File: src/rtl/adpll_pkg.sv
// adpll_pkg: types and constants shared across the ADPLL datapath.
//   nco_state_e           - oscillator control states (IDLE / RUN / DRAIN)
//   DCO_CC_WIDTH_DEFAULT  - control-code width shared by the loop filter and
//                           the NCO, so both ends of the code bus agree.
package adpll_pkg;

  localparam int DCO_CC_WIDTH_DEFAULT = 32'sd9;

  typedef enum logic [1:0] {
    IDLE  = 2'd0,
    RUN   = 2'd1,
    DRAIN = 2'd2
  } nco_state_e;

endpackage

File: src/rtl/dco_fcw_calc.sv
// dco_fcw_calc: combinational frequency-control-word calculation.
//   fcw = clamp(CENTRE_FCW + (sign-extended cc_code << CC_SHIFT), FCW_MIN, FCW_MAX)
// Ports:
//   cc_code     in  signed [DCO_CC_WIDTH-1:0]  registered loop-filter code
//   fcw_clamped out [ACC_WIDTH-1:0]            clamped frequency control word
//   fcw_sat     out 1 bit                      high when the clamp was applied
// The sum is formed in ACC_WIDTH+2 signed bits, which must be wider than
// DCO_CC_WIDTH so the sign extension below is well formed.
module dco_fcw_calc
  import adpll_pkg::*;
#(
  parameter int                   DCO_CC_WIDTH = DCO_CC_WIDTH_DEFAULT,
  parameter int                   ACC_WIDTH    = 32'sd24,
  parameter logic [ACC_WIDTH-1:0] CENTRE_FCW   = 24'h020000,
  parameter int                   CC_SHIFT     = 32'sd4,
  parameter logic [ACC_WIDTH-1:0] FCW_MIN      = {{(ACC_WIDTH-1){1'b0}}, 1'b1},
  parameter logic [ACC_WIDTH-1:0] FCW_MAX      = {1'b1, {(ACC_WIDTH-1){1'b0}}}
) (
  input  logic signed [DCO_CC_WIDTH-1:0] cc_code,
  output logic        [ACC_WIDTH-1:0]    fcw_clamped,
  output logic                           fcw_sat
);

  localparam int CALC_W = ACC_WIDTH + 32'sd2;

  logic signed [CALC_W-1:0] cc_ext_s;
  logic signed [CALC_W-1:0] sum_s;
  logic signed [CALC_W-1:0] min_s;
  logic signed [CALC_W-1:0] max_s;

  // Signed sum of centre word and scaled control code, then clamp.
  always_comb begin
    cc_ext_s    = {{(CALC_W-DCO_CC_WIDTH){cc_code[DCO_CC_WIDTH-1]}}, cc_code};
    sum_s       = $signed({2'b00, CENTRE_FCW}) + (cc_ext_s <<< CC_SHIFT);
    min_s       = $signed({2'b00, FCW_MIN});
    max_s       = $signed({2'b00, FCW_MAX});
    fcw_clamped = CENTRE_FCW;
    fcw_sat     = 1'b0;
    if (sum_s > max_s) begin
      fcw_clamped = FCW_MAX;
      fcw_sat     = 1'b1;
    end else if (sum_s < min_s) begin
      fcw_clamped = FCW_MIN;
      fcw_sat     = 1'b1;
    end else begin
      fcw_clamped = sum_s[ACC_WIDTH-1:0];
      fcw_sat     = 1'b0;
    end
  end

endmodule

File: src/rtl/dco_nco.sv
// dco_nco: digitally controlled oscillator built from a phase accumulator.
// Ports:
//   gen_clk_i  in   1 bit   only clock
//   reset_i    in   1 bit   synchronous active-high reset
//   dco_cc_i   in   signed [DCO_CC_WIDTH-1:0]  loop-filter control code
//   enable_i   in   1 bit   oscillator run request
//   dco_clk_o  out  1 bit   square wave = accumulator MSB
//   fb_clk_o   out  1 bit   dco_clk divided by FB_DIV (phase detector feedback)
//   wrap_o     out  1 bit   one-cycle pulse after each accumulator overflow
//   sat_o      out  1 bit   active FCW was clamped
//   fcw_o      out  [ACC_WIDTH-1:0] active FCW
// The FCW is only reloaded in IDLE or on the overflow edge, so a new
// frequency always starts on a fresh period. Stopping is graceful: DRAIN
// finishes the current period before parking in IDLE.
module dco_nco
  import adpll_pkg::*;
#(
  parameter int                   DCO_CC_WIDTH = DCO_CC_WIDTH_DEFAULT,
  parameter int                   ACC_WIDTH    = 32'sd24,
  parameter logic [ACC_WIDTH-1:0] CENTRE_FCW   = 24'h020000,
  parameter int                   CC_SHIFT     = 32'sd4,
  parameter logic [ACC_WIDTH-1:0] FCW_MIN      = {{(ACC_WIDTH-1){1'b0}}, 1'b1},
  parameter logic [ACC_WIDTH-1:0] FCW_MAX      = {1'b1, {(ACC_WIDTH-1){1'b0}}},
  parameter int                   FB_DIV       = 32'sd8
) (
  input  logic                           gen_clk_i,
  input  logic                           reset_i,
  input  logic signed [DCO_CC_WIDTH-1:0] dco_cc_i,
  input  logic                           enable_i,
  output logic                           dco_clk_o,
  output logic                           fb_clk_o,
  output logic                           wrap_o,
  output logic                           sat_o,
  output logic        [ACC_WIDTH-1:0]    fcw_o
);

  localparam int                CNT_W    = $clog2(FB_DIV);
  localparam logic [CNT_W-1:0]  CNT_ONE  = CNT_W'(32'sd1);
  localparam logic [CNT_W-1:0]  CNT_HALF = CNT_W'(FB_DIV / 32'sd2 - 32'sd1);
  localparam logic [CNT_W-1:0]  CNT_LAST = CNT_W'(FB_DIV - 32'sd1);

  nco_state_e                     state_r, state_s;
  logic        [ACC_WIDTH-1:0]    acc_r, acc_s;
  logic signed [DCO_CC_WIDTH-1:0] cc_r;
  logic        [ACC_WIDTH-1:0]    fcw_r;
  logic                           sat_r;
  logic                           wrap_r, wrap_s;
  logic                           fb_clk_r, fb_clk_s;
  logic        [CNT_W-1:0]        cnt_r, cnt_s;
  logic        [ACC_WIDTH:0]      sum_s;
  logic                           carry_s;
  logic                           load_s;
  logic        [ACC_WIDTH-1:0]    fcw_calc_s;
  logic                           sat_calc_s;

  dco_fcw_calc #(
    .DCO_CC_WIDTH (DCO_CC_WIDTH),
    .ACC_WIDTH    (ACC_WIDTH),
    .CENTRE_FCW   (CENTRE_FCW),
    .CC_SHIFT     (CC_SHIFT),
    .FCW_MIN      (FCW_MIN),
    .FCW_MAX      (FCW_MAX)
  ) u_fcw_calc (
    .cc_code     (cc_r),
    .fcw_clamped (fcw_calc_s),
    .fcw_sat     (sat_calc_s)
  );

  // Next-state, accumulator, wrap pulse and feedback divider logic.
  always_comb begin
    sum_s    = {1'b0, acc_r} + {1'b0, fcw_r};
    carry_s  = sum_s[ACC_WIDTH];
    state_s  = state_r;
    acc_s    = acc_r;
    load_s   = 1'b0;
    wrap_s   = 1'b0;
    cnt_s    = cnt_r;
    fb_clk_s = fb_clk_r;

    case (state_r)
      IDLE: begin
        acc_s  = {ACC_WIDTH{1'b0}};
        load_s = 1'b1;
        if (enable_i) begin
          state_s = RUN;
        end else begin
          state_s = IDLE;
        end
      end
      RUN: begin
        acc_s  = sum_s[ACC_WIDTH-1:0];
        load_s = carry_s;
        if (!enable_i) begin
          state_s = DRAIN;
        end else begin
          state_s = RUN;
        end
      end
      DRAIN: begin
        acc_s  = sum_s[ACC_WIDTH-1:0];
        load_s = carry_s;
        // A re-raised enable takes priority over the final overflow, and
        // keeps the accumulator phase continuous.
        if (enable_i) begin
          state_s = RUN;
        end else if (carry_s) begin
          state_s = IDLE;
          acc_s   = {ACC_WIDTH{1'b0}};
        end else begin
          state_s = DRAIN;
        end
      end
      default: begin
        state_s = IDLE;
        acc_s   = {ACC_WIDTH{1'b0}};
      end
    endcase

    // Parking in IDLE silences every output, including the last wrap.
    if (state_s == IDLE) begin
      wrap_s   = 1'b0;
      cnt_s    = {CNT_W{1'b0}};
      fb_clk_s = 1'b0;
    end else if ((state_r != IDLE) && carry_s) begin
      wrap_s = 1'b1;
      if (cnt_r == CNT_LAST) begin
        cnt_s = {CNT_W{1'b0}};
      end else begin
        cnt_s = cnt_r + CNT_ONE;
      end
      // Toggle at the middle and end of each FB_DIV-wrap cycle.
      if ((cnt_r == CNT_HALF) || (cnt_r == CNT_LAST)) begin
        fb_clk_s = ~fb_clk_r;
      end else begin
        fb_clk_s = fb_clk_r;
      end
    end else begin
      wrap_s   = 1'b0;
      cnt_s    = cnt_r;
      fb_clk_s = fb_clk_r;
    end
  end

  // State register, datapath registers and registered outputs.
  always_ff @(posedge gen_clk_i) begin
    if (reset_i) begin
      state_r  <= IDLE;
      acc_r    <= {ACC_WIDTH{1'b0}};
      cc_r     <= {DCO_CC_WIDTH{1'b0}};
      fcw_r    <= CENTRE_FCW;
      sat_r    <= 1'b0;
      wrap_r   <= 1'b0;
      fb_clk_r <= 1'b0;
      cnt_r    <= {CNT_W{1'b0}};
    end else begin
      state_r  <= state_s;
      acc_r    <= acc_s;
      cc_r     <= dco_cc_i;
      wrap_r   <= wrap_s;
      fb_clk_r <= fb_clk_s;
      cnt_r    <= cnt_s;
      if (load_s) begin
        fcw_r <= fcw_calc_s;
        sat_r <= sat_calc_s;
      end
    end
  end

  assign dco_clk_o = acc_r[ACC_WIDTH-1];
  assign fb_clk_o  = fb_clk_r;
  assign wrap_o    = wrap_r;
  assign sat_o     = sat_r;
  assign fcw_o     = fcw_r;

endmodule

File: config.mk
export PLATFORM = sky130hd
export DESIGN_NAME = dco_nco
export DESIGN_NICKNAME = d
export VERILOG_FILES = /design/src/rtl/adpll_pkg.sv /design/src/rtl/dco_fcw_calc.sv /design/src/rtl/dco_nco.sv
export SDC_FILE = /design/constraint.sdc
export NUM_CORES = 1
export LEC_CHECK = 0
export BUFFER_PORTS_ARGS = -buffer_cell sky130_fd_sc_hd__buf_4
export CORE_UTILIZATION = 51
export CTS_CLUSTER_SIZE = 30
export DETAILED_ROUTE_END_ITERATION = 8
export PLACE_DENSITY = 0.74
export SLEW_MARGIN = 25
export SYNTH_ARGS = -nofsm -noshare
export SYNTH_HDL_FRONTEND = slang
export SYNTH_SLANG_ARGS = --single-unit
File: constraint.sdc
create_clock -name gen_clk_i -period 2.8 [get_ports gen_clk_i]
set_clock_uncertainty 0.15 [all_clocks]
set_input_delay 0.14 -clock gen_clk_i [delete_from_list [all_inputs] [get_ports gen_clk_i]]
set_output_delay 0.14 -clock gen_clk_i [all_outputs]
set_load 0.1 [all_outputs]
==> results.json, run 1 <==
{
  "outcome": "finished clean",
  "yosysSeqAreaShare_pct": 36.5,
  "route.detailed.wl_per_inst_um": 12.3,
  "post-cts-setup-buffer-count": 0,
  "global_route.overflow_total": 0,
  "crit_arrival_ns": 2.70,
  "synth_async_sr_flop_share_pct": 0,
  "design.die.area_um2": 5240,
  "cts-buffers-inserted": 5,
  "top_level_ports": 40,
  "first_pass_iters": 4,
  "ys.flop_type": "dfxtp_1",
  "vias": 2058,
  "critPathKind": "register to register",
  "yosysWarnings": 0,
  "rsz0062_at_grt": "no",
  "core.rowCount": 25,
  "layout_commonest_cell": "dfxtp_1",
  "portBuffers": 28,
  "final_core_utilization_pct": 63.6,
  "track_usage_pct": 20.4,
  "synth-edff-count": 0,
  "via_count_normalized_by_instance_count": 5.22,
  "clk_transition_reported_paths_ns": 0.09,
  "power_density_nw_per_um2": 462,
  "post_detailed_route_count_of_antenna_violating_nets": 0,
  "synth_area_um2": 2520,
  "cts_tree": "yes",
  "antenna-diode-count": 0,
  "total_power_after_layout_mw": 1.40,
  "finish.cell_count_without_fillers": 394,
  "layout_fillers": 428,
  "number_of_register_bits_inferred_by_synthesis": 46,
  "grt_pass1_wl_um": 8450,
  "gp_congestion": 0.845,
  "critical_path.max_fanout": 5,
  "vdd.ir_drop.worst_mv": 0.328,
  "drt-total-wl_um": 4860,
  "min_period_ns": 2.62,
  "finalCritPeriodShare_pct": 93.5,
  "layout.cells.most_common_list": "dfxtp_1, nor2_1, buf_4",
  "crit_required_ns": 2.88,
  "finalHoldViolCount": 0,
  "final.setup.tns_ns": 0,
  "relSlewSlack_pct": 67.1,
  "leakagePower_nw": 1.22,
  "effective_utilization_at_floorplan_pct": 53.1,
  "yosysUniqueCellTypes": 40,
  "antenna_found_initial": 0,
  "placement.setup.worst_slack_ns": 0.165,
  "tritoncts_num_sinks": 46,
  "reg2regPathDepth": 9,
  "synth_area_per_cell_um2": 8.71,
  "maxClockFrequency_mhz": 382,
  "dp_cells": 376,
  "drt_drc_violations_left": 0,
  "htree_levels": 2,
  "layout_setup_ws_ns": 0.181,
  "drv_cap": 0,
  "class_of_the_tightest_hold_or_removal_check": "primary input to register",
  "start_kind": "register",
  "report.final.slew_viol_count": 0,
  "clock_tree.root_cell": "clkbuf_8",
  "drt_first_iter_violations": 86,
  "grt_pass1_vias": 1929,
  "synthesis.instances": 290,
  "die_width_um": 72.4,
  "max_slew.worst_pin.slew_ns": 0.488,
  "timing.hold.worst_path_depth": 2,
  "worstSkewPairLatency_ns": 0.30,
  "layout.nets": 360,
  "areaGrowthSynthToFinish_pct": 19.7,
  "end_kind": "register",
  "setup_violations_final": 0,
  "cts.path.max_buffers": 2,
  "placeableCoreArea_um2": 4750,
  "die_y_um": 72.4,
  "drive_gt1_share_pct": 18.7,
  "post-dp-hpwl_um": 3630,
  "largest_net_degree_at_the_start_of_global_routing": 32
}
==> Yosys cell counts (all sizes together) (2+ instances only) <==
library cell / instances / area (um2)
o21ai: 14 / 70.1
nor2: 35 / 131
dfxtp: 46 / 921
inv: 11 / 41.3
nand2: 15 / 56.3
nand4: 6 / 37.5
ha: 21 / 263
xnor2: 10 / 87.6
or3: 2 / 17.5
and3: 4 / 25.0
o211ai: 2 / 15.0
o31ai: 3 / 22.5
clkbuf: 3 / 11.3
a21oi: 19 / 95.1
nor2b: 13 / 81.3
a211oi: 9 / 67.6
nor3b: 2 / 15.0
o22ai: 3 / 18.8
xor2: 4 / 35.0
buf: 21 / 145
nor3: 4 / 20.0
nand2b: 19 / 119
mux2i: 10 / 100
==> metrics by stage <==
step           hold slack (ns)  area [um2]
5_1_grt                 0.0577        3020
2_1_floorplan            0.106        2620
3_3_place_gp             0.198        2830
3_5_place_dp             0.211        2830
6_report                0.0467        3020
4_1_cts                 0.0405        3020
==> where the power goes <==
group / switching, mW / internal, mW / leakage (nW)
sequential: 0.0144 / 0.671 / 0.379
clock: 0.238 / 0.180 / 0.0447
combinational: 0.211 / 0.0822 / 0.797
==> cell type report <==
| cell class | instances | area, um2 | share of cell area, % |
|---|---|---|---|
| inverters | 11 | 41.3 | 1.37 |
| clock inverters | 3 | 25.0 | 0.828 |
| well taps | 67 | 83.8 | 2.77 |
| repair buffers | 43 | 373 | 12.3 |
| clock buffers | 5 | 68.8 | 2.28 |
| flip-flops and latches | 46 | 940 | 31.1 |
| multi-input cells | 219 | 1490 | 49.3 |
==> critical path: stages (launching register included) <==
cell	delay, ns
dfxtp_1	0.38
ha_4	0.16
inv_2	0.04
fa_2	0.36
nand2b_4	0.16
a2111oi_4	0.34
o21ai_1	0.15
and2_4	0.20
or4_1	0.46
a21oi_1	0.15
==> what timing repair did <==
action                                  in CTS  in global routing
endpoints found under the setup margin       0                  3
endpoints found under the hold margin       11                  0
hold buffers                                10                  0
gates resized for setup                      0                  2
==> metal layers <==
layer	global-route usage [%]	part of all wire (%)
met1	24.3	45
met2	35.5	50
met3	4.03	3.4
met4	9.15	2.1
met5	0	0
==> final timing paths <==
kind | from | to | slack, ns
setup reg to reg | acc_r[4] | fb_clk_o | 0.18
hold reg to reg | cc_r[2] | fcw_o[6] | 0.30
setup / recovery | acc_r[4] | fb_clk_o | 0.18
hold / removal | reset_i | cc_r[8] | 0.05
==> registers in the layout (all words and copies together), names as in the netlist <==
name	cells
wrap_o	1
fb_clk_o	1
cnt_r	3
acc_r	20
state_r	2
cc_r	9
fcw_o	10
==> logic make-up after synthesis <==
| group | after synthesis | synth area share, % |
|---|---|---|
| simple gates | 105 | 21.3 |
| compound gates | 56 | 13.8 |
| flops | 46 | 36.5 |
| buf+inv | 35 | 7.83 |
| fa+ha+maj | 22 | 11.2 |
| xor+xnor | 14 | 4.86 |
| mux | 11 | 4.41 |
| other cells | 1 | 0.149 |
No activity file was read; power rests on OpenSTA's default activity.
==> run 2: changes to the inputs <==
--- a/config.mk
+++ b/config.mk
@@ -9,6 +9,7 @@
 export CORE_UTILIZATION = 51
 export CTS_CLUSTER_SIZE = 30
 export DETAILED_ROUTE_END_ITERATION = 8
+export MAX_ROUTING_LAYER = met4
 export PLACE_DENSITY = 0.74
 export SLEW_MARGIN = 25
 export SYNTH_ARGS = -nofsm -noshare
==> run 2 against run 1 <==
Largest cell class unchanged. Utilization did not move. First-iteration DRC count stayed put. Setup slack about the same. Global-route usage is 0.61 points higher. Combinational power about the same. Worst hold slack hardly changed. Clock power about the same. Routed wire length about the same. Critical path depth stayed put. Power is essentially flat. Sequential cell count unchanged.
==> results.json, run 2 (synthesized netlist as in run 1, its figures left out) <==
{
  "multi_input_comb_area_um2": 1490,
  "placedInstanceArea_um2": 2830,
  "vias": 2059,
  "vdd.ir_drop.worst_mv": 0.329,
  "reg2regPathDepth": 9,
  "post_detailed_route_count_of_antenna_violating_nets": 0,
  "areaGrowthSynthToFinish_pct": 19.7,
  "top_level_ports": 40,
  "first_pass_iters": 4,
  "drt_drc_violations_left": 0,
  "tritoncts_num_sinks": 46,
  "critical-path-max-stage-delay_ns": 0.46,
  "power_density_nw_per_um2": 462,
  "leakagePower_nw": 1.22,
  "route.detailed.wl_per_inst_um": 12.3,
  "drt-total-wl_um": 4860,
  "cts-buffers-inserted": 5,
  "drt_first_iter_violations": 86,
  "number_of_flip_flops_under_the_largest_register_name": 20,
  "drive_gt1_share_pct": 18.7,
  "rr_endpoint": "fb_clk_o",
  "relSlewSlack_pct": 67.1,
  "global_route.overflow_total": 0,
  "post-dp-hpwl_um": 3630,
  "layout_fillers": 428,
  "stdcell_area_um2": 3020,
  "critPathKind": "register to register",
  "critical_path.max_fanout": 5,
  "layout_setup_ws_ns": 0.181,
  "placement.setup.worst_slack_ns": 0.165,
  "worst_r2r_startpoint": "acc_r[4]",
  "start_kind": "register",
  "htree_levels": 2,
  "class_of_the_tightest_hold_or_removal_check": "primary input to register",
  "clock_tree.root_cell": "clkbuf_8",
  "via_count_normalized_by_instance_count": 5.23,
  "worst_hold_path.endpoint": "cc_r[8]",
  "end_kind": "register",
  "crit_required_ns": 2.88,
  "crit_arrival_ns": 2.70,
  "max_slew.worst_pin.slew_ns": 0.488,
  "antenna-diode-count": 0,
  "grt.busiest_layer": "met2",
  "placeableCoreArea_um2": 4750,
  "gr-usage-met2_pct": 35.5,
  "crit_path_top_delay_cell": "or4_1",
  "die_y_um": 72.4,
  "cts.path.max_buffers": 2,
  "layout.nets": 360,
  "finalCritPeriodShare_pct": 93.5,
  "grt_pass1_wl_um": 8450,
  "post-cts-setup-buffer-count": 0,
  "worstHoldStart": "reset_i",
  "regToRegSetupSlack_ns": 0.18,
  "gp_congestion": 0.858,
  "met1_usage_in_global_routing_pct": 24.5,
  "outcome": "finished clean",
  "ff_latch_area_um2": 940,
  "design.die.area_um2": 5240,
  "grt_util_met3_pct": 3.75,
  "final_core_utilization_pct": 63.6,
  "core.rowCount": 25,
  "worstSkewPairLatency_ns": 0.30,
  "rsz0062_at_grt": "no",
  "track_usage_pct": 21.1,
  "largest-register": "acc_r",
  "min_period_ns": 2.62,
  "setup_violations_final": 0,
  "critical_path.cell_chain": "ha_4, inv_2, fa_2, nand2b_4, a2111oi_4, o21ai_1, and2_4, or4_1, a21oi_1",
  "report.final.slew_viol_count": 0,
  "drv_cap": 0,
  "finalHoldViolCount": 0,
  "grt_pass1_vias": 1929,
  "antenna_found_initial": 0,
  "critical_path_buf_inv_count": 1,
  "die_width_um": 72.4,
  "largest_net_degree_at_the_start_of_global_routing": 32,
  "family_with_the_most_delay_on_the_worst_path": "simple AND/OR/NAND/NOR gates",
  "timing.hold.worst_path_depth": 2,
  "layout_commonest_cell": "dfxtp_1",
  "effective_utilization_at_floorplan_pct": 53.1,
  "clk_transition_reported_paths_ns": 0.09,
  "portBuffers": 28,
  "cts_tree": "yes",
  "maxClockFrequency_mhz": 382,
  "layout.cells.most_common_list": "dfxtp_1, nor2_1, buf_4"
}
[run 2: area by class of cell]
type,count,share of cell area (%)
Multi-Input combinational cell,219,49.3
Inverter,11,1.37
Clock inverter,3,0.828
Timing Repair Buffer,43,12.3
Clock buffer,5,2.28
Sequential cell,46,31.1
Tap cell,67,2.77
[run 2: worst max-delay path by stage]
stage | from | endpoint | slack (ns) | cells after the start
global placement | acc_r[4] | fcw_o[16] | 0.20 | 10
global route | acc_r[4] | fcw_o[4] | 0.04 | 11
detailed placement | acc_r[4] | fb_clk_o | 0.16 | 9
floorplan | fcw_o[4] | fcw_o[16] | -0.01 | 10
CTS | acc_r[4] | fb_clk_o | 0.13 | 9
finish | acc_r[4] | fb_clk_o | 0.18 | 9
[run 2: power by group]
part	leakage, nW	total [mW]	internal [mW]	switching [mW]
sequential	0.379	0.685	0.671	0.0144
combinational	0.797	0.293	0.0822	0.211
clock	0.0447	0.418	0.180	0.238
total	1.22	1.40	0.934	0.463
[run 2: repair_timing]
action,CTS,global route
resized for setup,0,2
endpoints found under the setup margin,0,3
hold endpoints to repair,11,0
hold buffers,10,0
[run 2: per-stage QoR]
| stage | std cells | TNS, ns | power (mW) | hold WS, ns |
|---|---|---|---|---|
| 2_1_floorplan | 300 | -0.00975 | 0.940 | 0.106 |
| 3_3_place_gp | 376 | 0 | 0.979 | 0.198 |
| 3_5_place_dp | 376 | 0 | 0.982 | 0.211 |
| 4_1_cts | 394 | 0 | 1.41 | 0.0405 |
| 5_1_grt | 394 | 0 | 1.45 | 0.0577 |
| 6_report | 394 | 0 | 1.40 | 0.0470 |
[run 2: layer usage]
metal	share of wire (%)	vias up
li1	-	1042
met1	45	958
met2	50	48
met3	3.1	11
met4	2.1	0
met5	0	-
==> run 3: changes to the inputs <==
--- a/config.mk
+++ b/config.mk
@@ -6,11 +6,13 @@
 export NUM_CORES = 1
 export LEC_CHECK = 0
 export BUFFER_PORTS_ARGS = -buffer_cell sky130_fd_sc_hd__buf_4
-export CORE_UTILIZATION = 51
+export CELL_PAD_IN_SITES_DETAIL_PLACEMENT = 0
+export CELL_PAD_IN_SITES_GLOBAL_PLACEMENT = 1
+export CORE_UTILIZATION = 38
 export CTS_CLUSTER_SIZE = 30
 export DETAILED_ROUTE_END_ITERATION = 8
 export MAX_ROUTING_LAYER = met4
-export PLACE_DENSITY = 0.74
+export PLACE_DENSITY = 0.73
 export SLEW_MARGIN = 25
 export SYNTH_ARGS = -nofsm -noshare
 export SYNTH_HDL_FRONTEND = slang
==> run 3 against run 2 <==
Non-clock buffer count is 9 higher. Sequential share of layout area is 0.75 points lower. Critical path depth is 1 higher. Sequential power hardly changed. Combinational power is 4% higher. Power is 1.0% higher. Sequential cell count stayed put. Die area is 33% higher. First-iteration DRC count is 10% higher. Critical path type unchanged.
==> results.json, run 3 (synthesized netlist as in run 1, its figures left out) <==
{
  "drv_cap": 0,
  "portBuffers": 28,
  "effective_utilization_at_floorplan_pct": 39.5,
  "multi_input_comb_area_um2": 1490,
  "setup_violations_final": 0,
  "cts-buffers-inserted": 5,
  "drive_gt1_share_pct": 20.5,
  "clock_tree.root_cell": "clkbuf_8",
  "placement.setup.worst_slack_ns": 0.0991,
  "antenna_found_initial": 0,
  "layout_setup_ws_ns": 0.156,
  "critical_path.max_fanout": 6,
  "ff_latch_area_um2": 940,
  "crit_arrival_ns": 2.69,
  "min_period_ns": 2.64,
  "first_pass_iters": 4,
  "class_of_the_tightest_hold_or_removal_check": "primary input to register",
  "drt_first_iter_violations": 95,
  "grt_pass1_vias": 1822,
  "number_of_flip_flops_under_the_largest_register_name": 20,
  "layout_fillers": 621,
  "finalCritPeriodShare_pct": 94.4,
  "top_level_ports": 40,
  "regToRegSetupSlack_ns": 0.16,
  "layout.cells.most_common_list": "buf_4, dfxtp_1, nor2_1",
  "global_route.overflow_total": 0,
  "crit_required_ns": 2.85,
  "maxClockFrequency_mhz": 378,
  "final_core_utilization_pct": 48.5,
  "gp_congestion": 0.813,
  "design.die.area_um2": 6970,
  "rsz0062_at_grt": "no",
  "final.setup.tns_ns": 0,
  "finalHoldViolCount": 0,
  "power_density_nw_per_um2": 456,
  "worstSkewPairLatency_ns": 0.30,
  "critPathKind": "register to register",
  "route.detailed.wl_per_inst_um": 11.9,
  "report.final.slew_viol_count": 0,
  "stdcell_area_um2": 3100,
  "die_y_um": 83.5,
  "cts_tree": "yes",
  "clk_transition_reported_paths_ns": 0.09,
  "leakagePower_nw": 1.26,
  "layout_commonest_cell": "buf_4",
  "layout.nets": 369,
  "end_kind": "register",
  "vias": 1989,
  "tritoncts_num_sinks": 46,
  "start_kind": "register",
  "antenna-diode-count": 0,
  "placedInstanceArea_um2": 2850,
  "drt_drc_violations_left": 0,
  "drt-total-wl_um": 4930,
  "via_count_normalized_by_instance_count": 4.82,
  "placeableCoreArea_um2": 6390,
  "die_width_um": 83.5,
  "vdd.ir_drop.worst_mv": 0.261,
  "largest_net_degree_at_the_start_of_global_routing": 32,
  "post-dp-hpwl_um": 3690,
  "areaGrowthSynthToFinish_pct": 22.7,
  "track_usage_pct": 14.9,
  "grt_pass1_wl_um": 8160,
  "cts.path.max_buffers": 2,
  "largest-register": "acc_r",
  "outcome": "finished clean",
  "total_power_after_layout_mw": 1.41,
  "post_detailed_route_count_of_antenna_violating_nets": 0,
  "htree_levels": 2,
  "core.rowCount": 29
}
## run 3: where the power goes
part,switching (mW),internal (mW)
Combinational,0.212,0.0938
Clock,0.242,0.179
Sequential,0.0141,0.671
## run 3: repair_timing
| action | in CTS | in global routing |
|---|---|---|
| resized for setup | 0 | 0 |
| hold buffers | 10 | 0 |
| setup buffers | 0 | 4 |
| setup endpoints to repair | 0 | 7 |
| hold endpoints to repair | 11 | 0 |
## run 3: area by class of cell
class / instances / area share, %
inverters: 11 / 1.33
clock buffers: 5 / 2.22
repair buffers: 52 / 14.2
multi-input cells: 219 / 48.0
clock inverters: 3 / 0.767
well taps: 77 / 3.11
flip-flops and latches: 46 / 30.3
## run 3: layer usage
layer	part of all wire, %	GRT usage [%]	up-vias
met4	0.51	3.24	0
met1	48	17.8	900
met5	0	-	-
li1	-	-	1063
met2	49	25.3	24
met3	2.6	3.76	2
## run 3: path summary, 6_finish.rpt
check                    to  cells after the start      from
setup / recovery  fcw_o[16]                     10  acc_r[4]
hold reg to reg    fcw_o[5]                      2   cc_r[1]
setup reg to reg  fcw_o[16]                     10  acc_r[4]
hold / removal      cc_r[4]                      2   reset_i
## run 3: critical path, cell delays in order (launching register included)
cell and delay, ns:
dfxtp_1 0.36, ha_4 0.15, inv_2 0.04, fa_2 0.36, nand2b_4 0.17, a2111oi_4 0.35, o21ai_1 0.15, and2_4 0.20
o22ai_1 0.12, buf_4 0.20, mux2_4 0.30
## run 3: metrics by stage
| stage | instances | hold WS (ns) |
|---|---|---|
| after detailed placement | 391 | 0.208 |
| after floorplan | 300 | 0.106 |
| after global routing | 413 | 0.0431 |
| after global placement | 391 | 0.201 |
| final | 413 | 0.0381 |
| after CTS | 409 | 0.0312 |
